## config.mk

```make
export PLATFORM = sky130hd
export DESIGN_NAME = result_readout
export DESIGN_NICKNAME = d
export VERILOG_FILES = /design/src/rtl/readout_pkg.sv /design/src/rtl/result_readout_rot_click_detect.sv /design/src/rtl/result_readout.sv
export SDC_FILE = /design/constraint.sdc
export NUM_CORES = 1
export LEC_CHECK = 0
export ABC_AREA = 1
export ABC_CLOCK_PERIOD_IN_PS = 2700
export CORE_ASPECT_RATIO = 0.5
export CORE_MARGIN = 1.5
export CORE_UTILIZATION = 40
export DETAILED_ROUTE_END_ITERATION = 6
export PLACE_DENSITY = 0.58
export SYNTH_ARGS = -nofsm -noshare
export SYNTH_HDL_FRONTEND = slang
export SYNTH_SLANG_ARGS = --single-unit
```

## constraint.sdc

```tcl
create_clock -name clk -period 2.7 [get_ports clk]
set_input_delay 0.54 -clock clk [delete_from_list [all_inputs] [get_ports clk]]
set_output_delay 0.54 -clock clk [all_outputs]
set_load 0.05 [all_outputs]
```

## src/rtl/readout_pkg.sv

```systemverilog
// Shared types and seven-segment constants for the result read-back path.
package readout_pkg;

    typedef enum logic {
        FILL = 1'b0,
        SHOW = 1'b1
    } state_t;

    localparam logic [6:0] SEG_BLANK = 7'h00;

    // Active-high segments, bit order gfedcba
    localparam logic [6:0] SEG7 [16] = '{
        7'h3F, 7'h06, 7'h5B, 7'h4F, 7'h66, 7'h6D, 7'h7D, 7'h07,
        7'h7F, 7'h6F, 7'h77, 7'h7C, 7'h39, 7'h5E, 7'h79, 7'h71
    };

    function automatic logic [6:0] hex7seg(input logic [3:0] nib);
        return SEG7[nib];
    endfunction

endpackage

```

## src/rtl/result_readout_rot_click_detect.sv

```systemverilog
// Registers the rotary/button pins and turns them into one-cycle click and
// button-press pulses.
import readout_pkg::*;

module rot_click_detect (
    input  logic clk,
    input  logic rst,
    input  logic rot_a,
    input  logic rot_b,
    input  logic pb,
    output logic click,
    output logic pb_event
);

    logic a_s, b_s, pb_s, pb_q, armed;

    // A click needs a full detent: 00 arms it, 11 fires once and disarms.
    // Mixed 01/10 phases leave the arm state alone.
    always_ff @(posedge clk) begin
        if (rst) begin
            a_s      <= 1'b0;
            b_s      <= 1'b0;
            pb_s     <= 1'b0;
            pb_q     <= 1'b0;
            armed    <= 1'b0;
            click    <= 1'b0;
            pb_event <= 1'b0;
        end else begin
            a_s      <= rot_a;
            b_s      <= rot_b;
            pb_s     <= pb;
            pb_q     <= pb_s;
            pb_event <= pb_s & ~pb_q;
            click    <= armed & a_s & b_s;
            if (!a_s && !b_s)
                armed <= 1'b1;
            else if (a_s && b_s)
                armed <= 1'b0;
        end
    end

endmodule

```

## src/rtl/result_readout.sv

```systemverilog
// Captures decoded nibbles from the receiver and steps through them on rotary
// clicks. Optional READOUT_AUTOSTEP_EN adds a periodic auto-advance in SHOW.
import readout_pkg::*;

module result_readout #(
    parameter int DEPTH       = 256,
    parameter int AUTO_PERIOD = 50000000
) (
    input  logic       clk,
    input  logic       rst,
    input  logic       in_valid,
    input  logic [3:0] in_nibble,
    input  logic       in_last,
    output logic       in_ready,
    input  logic       rot_a,
    input  logic       rot_b,
    input  logic       PB1,
    output logic [7:0] led,
    output logic [6:0] lcd,
    output logic       busy
);

    localparam int AW = $clog2(DEPTH);
    localparam logic [AW-1:0] PTR_ONE  = AW'(1);
    localparam logic [AW:0]   CNT_ONE  = (AW+1)'(1);
    localparam logic [AW:0]   CNT_FULL = (AW+1)'(DEPTH);
    localparam logic [AW:0]   CNT_LAST = (AW+1)'(DEPTH - 1);

    state_t          state, state_nx;
    logic [AW-1:0]   wr_ptr, wr_ptr_nx;
    logic [AW-1:0]   rd_ptr, rd_ptr_nx;
    logic [AW:0]     count, count_nx;
    logic [3:0]      mem [DEPTH];
    logic            click, pb_event, advance, accept;

    rot_click_detect u_click (
        .clk      (clk),
        .rst      (rst),
        .rot_a    (rot_a),
        .rot_b    (rot_b),
        .pb       (PB1),
        .click    (click),
        .pb_event (pb_event)
    );

    assign in_ready = (state == FILL) && (count < CNT_FULL);
    assign busy     = (state == FILL);
    assign accept   = in_valid && in_ready;

`ifdef READOUT_AUTOSTEP_EN
    localparam int TW = $clog2(AUTO_PERIOD + 1);
    logic [TW-1:0] auto_cnt;
    logic          auto_tick;

    assign auto_tick = (state == SHOW) && (auto_cnt == TW'(AUTO_PERIOD - 1));

    // Held at zero outside SHOW so every entry starts a fresh period.
    always_ff @(posedge clk) begin
        if (rst || state != SHOW || click || auto_tick)
            auto_cnt <= '0;
        else
            auto_cnt <= auto_cnt + TW'(1);
    end

    assign advance = click | auto_tick;
`else
    assign advance = click;
`endif

    always_comb begin
        state_nx  = state;
        wr_ptr_nx = wr_ptr;
        rd_ptr_nx = rd_ptr;
        count_nx  = count;
        case (state)
            FILL: begin
                // A restart discards anything handshaked in the same cycle.
                if (pb_event) begin
                    wr_ptr_nx = '0;
                    count_nx  = '0;
                end else if (accept) begin
                    wr_ptr_nx = wr_ptr + PTR_ONE;
                    count_nx  = count + CNT_ONE;
                    if (in_last || count == CNT_LAST) begin
                        state_nx  = SHOW;
                        rd_ptr_nx = '0;
                    end
                end
            end
            SHOW: begin
                if (pb_event) begin
                    state_nx  = FILL;
                    wr_ptr_nx = '0;
                    count_nx  = '0;
                    rd_ptr_nx = '0;
                end else if (advance) begin
                    rd_ptr_nx = ({1'b0, rd_ptr} == count - CNT_ONE) ? '0 : rd_ptr + PTR_ONE;
                end
            end
            default: state_nx = FILL;
        endcase
    end

    always_ff @(posedge clk) begin
        if (rst) begin
            state  <= FILL;
            wr_ptr <= '0;
            rd_ptr <= '0;
            count  <= '0;
        end else begin
            state  <= state_nx;
            wr_ptr <= wr_ptr_nx;
            rd_ptr <= rd_ptr_nx;
            count  <= count_nx;
        end
    end

    // Buffer survives reset so a capture can still be inspected afterwards.
    always_ff @(posedge clk) begin
        if (accept)
            mem[wr_ptr] <= in_nibble;
    end

    always_ff @(posedge clk) begin
        if (rst) begin
            led <= 8'h00;
            lcd <= SEG_BLANK;
        end else if (state == FILL) begin
            led <= 8'(wr_ptr);
            lcd <= SEG_BLANK;
        end else begin
            led <= 8'(rd_ptr);
            lcd <= hex7seg(mem[rd_ptr]);
        end
    end

endmodule

```

==> metrics <==
sequential power share=0.556; Final Critical Period=2920 ps; EDFF count, synth=1,024; vias in the first global route=30,800; Synth top area share=0.686; largest stage delay on the critical path=350 ps; sw frac=0.207; CTS tree=built; crit path DAT=3510 ps; chip height=240 um; CP top delay family=simple AND/OR/NAND/NOR gates; Max H-tree Level=3; setup ws final=-216 ps; most common flop cell mapped by yosys=edfxtp_1; Pre-Repair DR Iteration Count=6; DR vias=31,500; # rows=86; final hold violations=0; Worst R2R End=lcd[3]; io pins=28; RSZ-0062 raised after global routing=yes; post-route total power=33.0 mW; clk sinks=1,080; Max clock buf depth=3; Post-Syn Area=0.0448 mm^2; Area Growth Syn to Fin=18.5%; crit path launch type=flip-flop; FFs w/ async S/R, synth=0; largest area contributor in the netlist=edfxtp_1; top cells by area in the synthesized netlist=edfxtp_1, nand3_1, nand2_1, nor2_1, dfxtp_1; Die X=476 um; post-synthesis net count=3,960; post-route cell area=0.0531 mm^2; Lkg Pwr=18.6 nW; Crit path top cell by count=nand2_1; WP buf/inv=6; endpoints failing setup=7; GP Congestion=0.868; Rel. slew slack=0.524; Post-DP HPWL=80,300 um; Comb pwr share=0.025; Die ar.=0.114 mm^2; Final #Nets=4,242; later-pin clock latency in the skew report=700 ps; fill count=9,918; Hold Path Depth=1; routed len/inst=22.5 um; synthesized flop and latch total=1,080; Clk pin slew, worst setup/hold paths=60 ps; critical path class=reg -> reg; area of the multi-input gates=0.0114 mm^2; Inst Count DP=5,594; Final Skew=22.5 ps; DR vias/cell=5.44; cts bufs inserted=101; layout cells sized above 1=0.145; most frequent cells after synthesis=edfxtp_1, nand2_1, nand3_1; Mapped Cells=3,933; Ys Warns=0; detailed-route DRC error count=0; ANT nets after route=0; DP Area=0.0493 mm^2; Worst Setup EP=lcd[3]; sequential share of the synthesized area=0.711; WL final=130,000 um; Crit-path slowest cell=dfxtp_4; Power per Cell Area=621 mW/mm^2; Max FO, Critical Path=8; Internal Power=26.1 mW; Core Box Area=0.111 mm^2; first-pass GRT wire length=193,000 um; fmax=343 MHz; total track usage=0.227; FF/Latch Area=0.0319 mm^2; Least-Margin Pin Slew=715 ps; FF-to-FF setup slack=-220 ps; top-count cell post-synth=edfxtp_1; Post-Syn Area per Cell=11.4 um^2; Worst R2R Path Depth=21; Hold Buf Count CTS=0; pin count of the biggest net entering global routing=92; post-route insts no fill=5,796; Tightest Hold Check Type=in -> reg; Final Max Slew Viols=0; failing checks=negative setup slack; Iter 0 DRT Violations=3,523; total gr overflow=0; Max-cap violations=0; outcome=finished with violations; cell depth of the worst setup path=21; crit end category=flip-flop; initial core utilization=0.405; crit share post-route=1.08; root buffer cell=clkbuf_16; VDD IR max=0.450 mV; CP required=3290 ps; crit path cell chain=buf_12, inv_16, buf_16, buf_12, buf_4, nand2_1, nand3_1, nand3_1, nand3_1, nand3_1, nand2_2, nand2_1, nand2_1, o211ai_2, nand2_4, inv_2, ha_1, nand2_1, nand2_1, nor2_1, nor2_1; clock power share=0.419; initial antenna violation count=3; port buffer count=27; Distinct cells, synth=39; Net Switching=6.83 mW
-- registers in the layout, indices dropped and copies added (netlist names), named ones only --
signal,count
u_click.click,1
led,8
rd_ptr,8
wr_ptr,8
count,9
u_click.pb_event,1
u_click.pb_q,1
lcd,7
mem,1024
u_click.armed,1
u_click.b_s,1
u_click.pb_s,1
u_click.a_s,1
state,1
-- metal layers --
metal,vias to the layer above,part of all wire,wire length (um),global-route usage
li1,14500,-,-,-
met4,0,0.030,3880,0.0697
met2,1357,0.44,57600,0.353
met3,217,0.087,11400,0.0454
met1,15500,0.44,57500,0.322
met5,-,0,0,0
-- cells in the final DEF (no fill, tap or decap), types with 5 or more instances in the layout --
cell / count
bufbuf_16: 6
edfxtp_1: 1024
nor3_1: 18
ha_1: 14
inv_1: 74
clkdlybuf4s50_1: 23
buf_12: 55
clkinv_1: 32
o22ai_1: 70
bufinv_16: 5
clkinv_2: 19
o21ai_2: 8
o21ai_0: 116
buf_16: 9
nand2_2: 9
xor2_1: 12
inv_2: 5
o21ai_1: 38
nand3_1: 777
clkinvlp_4: 9
buf_6: 10
buf_4: 328
clkbuf_1: 17
a21oi_1: 38
nand3_2: 12
clkbuf_16: 107
nand2_1: 904
nor2_1: 450
dfxtp_1: 51
-- power by group through the flow --
stage                     registers, mW  clock network [mW]  logic, mW
after floorplan                    18.7                   0      0.220
after global placement             18.7                   0      0.804
after detailed placement           18.7                   0      0.806
after CTS                          18.3                14.0      0.821
after global routing               18.3                14.6      0.879
final                              18.3                13.8      0.820
-- worst min-delay path by stage --
stage / startpoint / end
after floorplan: u_click.pb_q / u_click.pb_event
after global placement: u_click.pb_q / u_click.pb_event
after detailed placement: u_click.pb_q / u_click.pb_event
after CTS: in_nibble[1] / mem[134][1]
after global routing: in_nibble[1] / mem[162][1]
final: in_nibble[1] / mem[187][1]
-- stage by stage --
| step | worst slack, ps | util | hold WS [ps] | TNS (ps) |
|---|---|---|---|---|
| 6_report | -216 | 0.480 | 283 | -1360 |
| 4_1_cts | -172 | 0.479 | 254 | -1040 |
| 5_1_grt | -375 | 0.480 | 256 | -2380 |
| 3_5_place_dp | -406 | 0.446 | 388 | -2600 |
| 3_3_place_gp | -433 | 0.446 | 378 | -2540 |
| 2_1_floorplan | 180 | - | 373 | 0 |
-- final cells by class --
cell class                      instances  area share
Sequential cell                      1080       0.600
Multi-Input combinational cell       2509       0.214
Timing Repair Buffer                  438      0.0840
Clock buffer                          123      0.0512
Tap cell                             1496      0.0352
Clock inverter                         64     0.00818
Inverter                               84     0.00653
Timing Repair inverter                  1    0.000212
Antenna cell                            1   0.0000471
-- repair_timing --
action,CTS,global route
cloned,9,1
setup buffers,5,0
resized for setup,80,15
setup endpoints to repair,7,9
pin swaps,15,1
-- kinds of logic (layout without fill, tap and decap cells) --
group	Yosys count	in the layout	synth area share
AOI/OAI and AO/OA	290	290	0.0354
xor gates and xnor gates	14	14	0.00274
adders and majority gates	16	16	0.00447
buffers and inverters	344	710	0.0389
DFF	1080	1080	0.711
other	0	1	0
and+or+nand+nor	2189	2189	0.207
Power figures use the tool's default switching activity.
